File: config.mk
export PLATFORM = sky130hd
export DESIGN_NAME = mvm_cmd_queue
export DESIGN_NICKNAME = d
export VERILOG_FILES = /design/src/rtl/mvm_pkg.sv /design/src/rtl/mvm_cmd_fifo.sv /design/src/rtl/mvm_cmd_queue.sv
export SDC_FILE = /design/constraint.sdc
export NUM_CORES = 1
export LEC_CHECK = 0
export ABC_AREA = 1
export BUFFER_PORTS_ARGS = -buffer_cell sky130_fd_sc_hd__buf_2
export CELL_PAD_IN_SITES_DETAIL_PLACEMENT = 1
export CELL_PAD_IN_SITES_GLOBAL_PLACEMENT = 1
export CORE_UTILIZATION = 39
export CTS_BUF_LIST = sky130_fd_sc_hd__clkbuf_16
export DETAILED_ROUTE_END_ITERATION = 12
export PLACE_DENSITY = 0.68
export SETUP_SLACK_MARGIN = 0.2
export SKIP_LAST_GASP = 1
export SLEW_MARGIN = 30
export SYNTH_ARGS = -nofsm -noshare
export SYNTH_HDL_FRONTEND = slang
export SYNTH_SLANG_ARGS = --single-unit
File: constraint.sdc
create_clock -name clk -period 3.77 [get_ports clk]
set_input_delay 0.754 -clock clk [delete_from_list [all_inputs] [get_ports clk]]
set_output_delay 0.754 -clock clk [all_outputs]
set_load 0.02 [all_outputs]
File: src/rtl/mvm_pkg.sv
// rtl/mvm_pkg.sv - shared widths, job record and dispatcher states for the MVM command queue
package mvm_pkg;

    localparam int VEC_ADDRW = 8;
    localparam int MAT_ADDRW = 9;
    localparam int VEC_SIZEW = VEC_ADDRW + 1;
    localparam int MAT_SIZEW = MAT_ADDRW + 1;

    typedef struct packed {
        logic [VEC_ADDRW-1:0] vec_start_addr;
        logic [VEC_SIZEW-1:0] vec_num_words;
        logic [MAT_ADDRW-1:0] mat_start_addr;
        logic [MAT_SIZEW-1:0] mat_num_rows;
    } mvm_cmd_t;

    typedef enum logic [2:0] {
        IDLE,
        ISSUE,
        WAIT_BUSY,
        WAIT_DONE,
        DRAIN
    } disp_state_e;

    // A job with no vector words or no matrix rows has nothing for the controller to do
    function automatic logic cmd_is_zero(input mvm_cmd_t c);
        return (c.vec_num_words == '0) || (c.mat_num_rows == '0);
    endfunction

endpackage

File: src/rtl/mvm_cmd_fifo.sv
// rtl/mvm_cmd_fifo.sv - synchronous FIFO of MVM job records with flush
import mvm_pkg::*;

module mvm_cmd_fifo #(
    parameter int DEPTH = 4
) (
    input  logic                     clk,
    input  logic                     rst_n,
    input  logic                     push,
    input  logic                     pop,
    input  logic                     flush,
    input  mvm_cmd_t                 wr_data,
    output mvm_cmd_t                 rd_data,
    output logic                     full,
    output logic                     empty,
    output logic [$clog2(DEPTH):0]   level
);

    localparam int AW = $clog2(DEPTH);
    localparam logic [AW:0] FULL_LEVEL = (AW+1)'(DEPTH);

    mvm_cmd_t      mem [DEPTH];
    logic [AW-1:0] wr_ptr;
    logic [AW-1:0] rd_ptr;
    logic          do_push;
    logic          do_pop;

    assign full    = (level == FULL_LEVEL);
    assign empty   = (level == '0);
    assign do_push = push && !full && !flush;
    assign do_pop  = pop && !empty && !flush;
    assign rd_data = mem[rd_ptr];

    // Storage array; contents need no reset because level gates every read
    always_ff @(posedge clk) begin
        if (do_push) begin
            mem[wr_ptr] <= wr_data;
        end
    end

    // Pointers wrap naturally at DEPTH (power of two); flush discards everything
    always_ff @(posedge clk or negedge rst_n) begin
        if (!rst_n) begin
            wr_ptr <= '0;
            rd_ptr <= '0;
            level  <= '0;
        end else if (flush) begin
            wr_ptr <= '0;
            rd_ptr <= '0;
            level  <= '0;
        end else begin
            if (do_push) wr_ptr <= wr_ptr + 1'b1;
            if (do_pop)  rd_ptr <= rd_ptr + 1'b1;
            case ({do_push, do_pop})
                2'b10:   level <= level + 1'b1;
                2'b01:   level <= level - 1'b1;
                default: level <= level;
            endcase
        end
    end

endmodule

File: src/rtl/mvm_cmd_queue.sv
// rtl/mvm_cmd_queue.sv - job queue and one-at-a-time dispatcher in front of the MVM controller
import mvm_pkg::*;

module mvm_cmd_queue #(
    parameter int DEPTH        = 4,
    parameter int BUSY_TIMEOUT = 4,
    parameter int DRAIN_CYCLES = 11
) (
    input  logic                   clk,
    input  logic                   rst_n,
    input  logic                   cmd_valid,
    output logic                   cmd_ready,
    input  logic [VEC_ADDRW-1:0]   cmd_vec_start_addr,
    input  logic [VEC_SIZEW-1:0]   cmd_vec_num_words,
    input  logic [MAT_ADDRW-1:0]   cmd_mat_start_addr,
    input  logic [MAT_SIZEW-1:0]   cmd_mat_num_rows,
    input  logic                   flush,
    input  logic                   err_clr,
    output logic                   ctrl_start,
    output logic [VEC_ADDRW-1:0]   ctrl_vec_start_addr,
    output logic [VEC_SIZEW-1:0]   ctrl_vec_num_words,
    output logic [MAT_ADDRW-1:0]   ctrl_mat_start_addr,
    output logic [MAT_SIZEW-1:0]   ctrl_mat_num_rows,
    input  logic                   ctrl_busy,
    output logic [$clog2(DEPTH):0] q_level,
    output logic                   active,
    output logic                   cmd_done,
    output logic [15:0]            done_count,
    output logic                   err_zero,
    output logic                   err_timeout
);

    // Both waits count cycles from the triggering event (start pulse / busy fall) as cycle 0,
    // so the exit edge is the one closing cycle N-1 and the result shows in cycle N.
    localparam logic [15:0] BUSY_LAST  = 16'(BUSY_TIMEOUT - 1);
    localparam logic [15:0] DRAIN_LAST = 16'(DRAIN_CYCLES - 1);

    disp_state_e state;
    disp_state_e state_next;
    logic [15:0] cnt;
    logic [15:0] cnt_next;
    logic        timeout_hit;
    logic        job_done;
    logic        fifo_full;
    logic        fifo_empty;
    logic        accept;
    logic        zero_job;
    logic        push;
    logic        pop;
    mvm_cmd_t    in_cmd;
    mvm_cmd_t    head_cmd;

    assign in_cmd = '{vec_start_addr: cmd_vec_start_addr,
                      vec_num_words:  cmd_vec_num_words,
                      mat_start_addr: cmd_mat_start_addr,
                      mat_num_rows:   cmd_mat_num_rows};

    // Ready follows the registered fill level only; held low while in reset
    assign cmd_ready = rst_n && !fifo_full;
    assign accept    = cmd_valid && cmd_ready;
    assign zero_job  = cmd_is_zero(in_cmd);
    assign push      = accept && !zero_job && !flush;
    assign pop       = (state == IDLE) && !fifo_empty && !flush;

    mvm_cmd_fifo #(.DEPTH(DEPTH)) u_fifo (
        .clk     (clk),
        .rst_n   (rst_n),
        .push    (push),
        .pop     (pop),
        .flush   (flush),
        .wr_data (in_cmd),
        .rd_data (head_cmd),
        .full    (fifo_full),
        .empty   (fifo_empty),
        .level   (q_level)
    );

    // Dispatcher state and shared wait counter
    always_ff @(posedge clk or negedge rst_n) begin
        if (!rst_n) begin
            state <= IDLE;
            cnt   <= '0;
        end else begin
            state <= state_next;
            cnt   <= cnt_next;
        end
    end

    // Next-state decode; busy is checked before the timeout so a late-but-valid busy still wins
    always_comb begin
        state_next  = state;
        cnt_next    = cnt;
        timeout_hit = 1'b0;
        job_done    = 1'b0;
        unique case (state)
            IDLE: begin
                if (pop) state_next = ISSUE;
            end
            ISSUE: begin
                state_next = WAIT_BUSY;
                cnt_next   = 16'd1;
            end
            WAIT_BUSY: begin
                if (ctrl_busy) begin
                    state_next = WAIT_DONE;
                end else if (cnt >= BUSY_LAST) begin
                    timeout_hit = 1'b1;
                    state_next  = IDLE;
                end else begin
                    cnt_next = cnt + 16'd1;
                end
            end
            WAIT_DONE: begin
                if (!ctrl_busy) begin
                    if (DRAIN_CYCLES > 1) begin
                        state_next = DRAIN;
                        cnt_next   = 16'd1;
                    end else begin
                        job_done   = 1'b1;
                        state_next = IDLE;
                    end
                end
            end
            DRAIN: begin
                if (cnt >= DRAIN_LAST) begin
                    job_done   = 1'b1;
                    state_next = IDLE;
                end else begin
                    cnt_next = cnt + 16'd1;
                end
            end
            default: state_next = IDLE;
        endcase
    end

    // Registered outputs: operand capture at pop, pulses, completion count and sticky errors
    always_ff @(posedge clk or negedge rst_n) begin
        if (!rst_n) begin
            ctrl_start          <= 1'b0;
            ctrl_vec_start_addr <= '0;
            ctrl_vec_num_words  <= '0;
            ctrl_mat_start_addr <= '0;
            ctrl_mat_num_rows   <= '0;
            active              <= 1'b0;
            cmd_done            <= 1'b0;
            done_count          <= '0;
            err_zero            <= 1'b0;
            err_timeout         <= 1'b0;
        end else begin
            ctrl_start <= pop;
            if (pop) begin
                ctrl_vec_start_addr <= head_cmd.vec_start_addr;
                ctrl_vec_num_words  <= head_cmd.vec_num_words;
                ctrl_mat_start_addr <= head_cmd.mat_start_addr;
                ctrl_mat_num_rows   <= head_cmd.mat_num_rows;
            end
            active   <= (state_next != IDLE);
            cmd_done <= job_done;
            if (job_done) done_count <= done_count + 16'd1;
            if (accept && zero_job) err_zero <= 1'b1;
            else if (err_clr)       err_zero <= 1'b0;
            if (timeout_hit)        err_timeout <= 1'b1;
            else if (err_clr)       err_timeout <= 1'b0;
        end
    end

endmodule

==> flow_metrics.env <==
export IMPL_status="finished clean"
export IMPL_worstPathCellList="inv_1, nand3_1, nand3_1, nor2_1, nand3_1, nand2_1, inv_1, fa_1, xnor2_1, inv_1, nand2_1, nand2_1, nand2_1, nand2_1"
export IMPL_cp_required_ns=4.19
export IMPL_crit_arrival_ns=3.19
export IMPL_cts_sinks=227
export IMPL_routed_wirelength_mm=22.39
export IMPL_grt_total_usage_pct=19.35
export IMPL_cap_violations=0
export IMPL_fp_row_count=55
export IMPL_io_pins=103
export IMPL_first_global_vias=6630
export IMPL_dp_hpwl_mm=13.84
export IMPL_rrSetupSlack_ns=1.0
export IMPL_tritoncts="done"
export IMPL_ir_drop_v=0.0003928
export IMPL_hold_viol=0
export IMPL_ys_seq_area_share_pct=70.04
export IMPL_report_final_slew_viol_count=0
export IMPL_final_antenna_net_count=0
export IMPL_worstMarginPinSlew_ns=0.7897
export IMPL_yosysUniqueCellTypes=27
export IMPL_vias=6291
export IMPL_cpMaxStageDelayCell="nand3_1"
export IMPL_fmax_mhz=360.5
export IMPL_drtIter0Drc=299
export IMPL_cp_common_cell="nand2_1"
export IMPL_syn_area_um2=9139
export IMPL_reg2reg_to="u_fifo.level[2]"
export IMPL_die_w_um=155.1
export IMPL_period_needed_ns=2.774
export IMPL_core_um2=22780
export IMPL_power_density_nw_per_um2=617.5
export IMPL_p_clk_share_pct=34.5
export IMPL_cts_setup_buffers=0
export IMPL_rsz0062_at_grt="false"
export IMPL_drc_errors=0
export IMPL_grt_pass1_wl_mm=36.13
export IMPL_gr_total_overflow=0
export IMPL_synth_warnings=0
export IMPL_routed_via_density=4.961
export IMPL_final_setup_tns_ns=0
export IMPL_dieArea_um2=24050
export IMPL_p_seq_share_pct=45.5
export IMPL_synth_avg_cell_area_um2=11.05
export IMPL_p_sw_share_pct=30.99
export IMPL_routabilityCongestion=0.7862
export IMPL_ff2ff_path_depth=14
export IMPL_cts_resized=0
export IMPL_p_int_mw=4.622
export IMPL_fillers=2464
export IMPL_fin_nets=985
export IMPL_antenna_found_initial=2
export IMPL_hold_slack_ns=0.3388
export IMPL_synth_seq_cells=227
export IMPL_cts_root_buf="clkbuf_16"
export IMPL_setup_worst_path_start_class="flop"
export IMPL_htree_levels=1
export IMPL_syn_inst=827
export IMPL_clockBufferDepth=3
export IMPL_clock_latency_ns=0.55
export IMPL_max_slew_margin_rel_pct=47.36
export IMPL_cts_buffers=26
export IMPL_initial_core_util_pct=40.12
export IMPL_power_switching_mw=2.075
export IMPL_cp_end_kind="flop"
export IMPL_hp_class="in -> async"
export IMPL_p_leak_nw=4.757
export IMPL_p_comb_share_pct=20.0
export IMPL_period_share_pct=73.58
export IMPL_reg2reg_from="u_fifo.level[0]"
export IMPL_dr_pass1_iters=4
export IMPL_drive_above_1_share_pct=16.44
export IMPL_wl_per_cell_um=17.66
export IMPL_setup_violations=0
export IMPL_worstSetupPathType="reg -> reg"
export IMPL_holdBufCountCts=0
export IMPL_clkTransAtPathRegs_ns=0.06
export IMPL_grt_start_max_net_pins=74
export IMPL_worst_path_max_fanout=8
export IMPL_critPathMaxStageDelay_ns=0.43
export IMPL_skew_ns=0.02828
export IMPL_io_buffer_count=102
export IMPL_antenna_cells=0
export IMPL_syn_to_final_growth_pct=18.67
export IMPL_die_h_um=155.1
export IMPL_syn_num_nets=877
## metrics by stage
stage          power, mW  worst slack, ns  util (%)  std cells  instance area [µm²]
2_1_floorplan      3.958           0.6197         -        827                 9139
3_3_place_gp       4.423           0.6941     44.13       1220                10050
3_5_place_dp       4.462           0.6193     44.13       1220                10050
4_1_cts            6.802           0.9897     47.61       1268                10850
5_1_grt            7.050           0.7114     47.61       1268                10850
6_report           6.697           0.9961     47.61       1268                10850
## final cells by class
class,count,area (µm²),share of cell area [%]
clock buffer,26,650.6,5.999
clock inverter,22,143.9,1.327
inverter,62,232.7,2.146
multi-input combinational,503,2389,22.02
sequential,227,6402,59.03
tap,313,391.6,3.611
timing repair buffer,115,635.6,5.861
## metal layers
metal / GRT usage [%] / vias to the layer above / routed length (µm)
li1: - / 3008 / -
met1: 25.32 / 3130 / 9899
met4: 5.705 / 2 / 585
met2: 32.97 / 117 / 10970
met5: 0 / - / 11
met3: 3.343 / 34 / 924
## registers in the layout, indices dropped and copies added, names as in the netlist
| signal | cells |
|---|---|
| ctrl_vec_start_addr | 8 |
| ctrl_vec_num_words | 9 |
| ctrl_mat_start_addr | 9 |
| ctrl_mat_num_rows | 10 |
| active | 1 |
| u_fifo.wr_ptr | 2 |
| ctrl_start | 1 |
| cmd_done | 1 |
| err_timeout | 1 |
| u_fifo.mem | 144 |
| done_count | 16 |
| state | 3 |
| u_fifo.level | 3 |
| cnt | 16 |
| err_zero | 1 |
| u_fifo.rd_ptr | 2 |
## how the worst max path moves through the flow
stage          cells past startpoint           startpoint               end
2_1_floorplan                      4            cmd_valid  u_fifo.mem[0][0]
3_3_place_gp                      15  cmd_mat_num_rows[1]   u_fifo.level[2]
3_5_place_dp                      15  cmd_mat_num_rows[8]   u_fifo.level[2]
4_1_cts                           14      u_fifo.level[0]   u_fifo.level[2]
5_1_grt                           14      u_fifo.level[0]   u_fifo.level[2]
6_report                          14      u_fifo.level[0]   u_fifo.level[2]
## power groups by stage
stage	sequential (mW)	clock, mW	combinational (mW)
2_1_floorplan	3.28	0	0.673
3_3_place_gp	3.10	0	1.33
3_5_place_dp	3.10	0	1.37
4_1_cts	3.05	2.37	1.37
5_1_grt	3.08	2.46	1.51
6_report	3.05	2.31	1.34
## critical path, delay by kind of cell, from the launching register on
family	cells	cell delay (ns)
DFF	1	0.42
adders and majority gates	1	0.39
buffers and inverters	3	0.25
and+or+nand+nor	9	1.37
xor gates and xnor gates	1	0.24
## cells in the mapped netlist
master,instances,area (µm²)
dfrtp_1,83,2077
o21ai_4,1,16.27
xor2_1,9,78.83
nand3_1,26,130.1
nand3b_1,1,7.510
ha_1,7,87.58
nand3_4,1,17.52
o22ai_1,37,231.5
clkbuf_1,25,93.84
o21ai_0,81,405.4
inv_2,1,3.750
nor2_1,114,427.9
buf_2,8,40.04
o31ai_1,1,7.510
buf_6,1,11.26
o21ai_1,6,30.03
xnor2_1,9,78.83
inv_1,61,229.0
or2_1,1,6.260
a21oi_1,4,20.02
nor3_1,5,25.02
nand2_1,193,724.4
nand4_1,5,31.28
nor3_2,1,10.01
edfxtp_1,144,4324
buf_1,1,3.750
fa_1,1,20.02
## cells in the final DEF, fill, tap and decap left out, types with 6 or more instances in the layout
cell type	netlist	layout
inv_1	61	72
xor2_1	9	9
nand2_1	193	192
o22ai_1	37	37
ha_1	7	7
dfrtp_1	83	82
edfxtp_1	144	144
o21ai_1	6	6
nor2_1	114	110
xnor2_1	9	9
nand3_1	26	26
buf_4	0	12
o21ai_0	81	81
clkbuf_16	0	26
buf_2	8	101
## logic make-up after synthesis
| kind of cell | Yosys count | synth area share, % |
|---|---|---|
| AND/OR/NAND/NOR | 347 | 15.10 |
| flip-flops | 227 | 70.04 |
| AO/OA/AOI/OAI | 130 | 7.777 |
| buffers and inverters | 97 | 4.176 |
| XOR/XNOR | 18 | 1.725 |
| adder cells (fa/ha/maj) | 8 | 1.177 |
(Power assumes the default switching activity.)
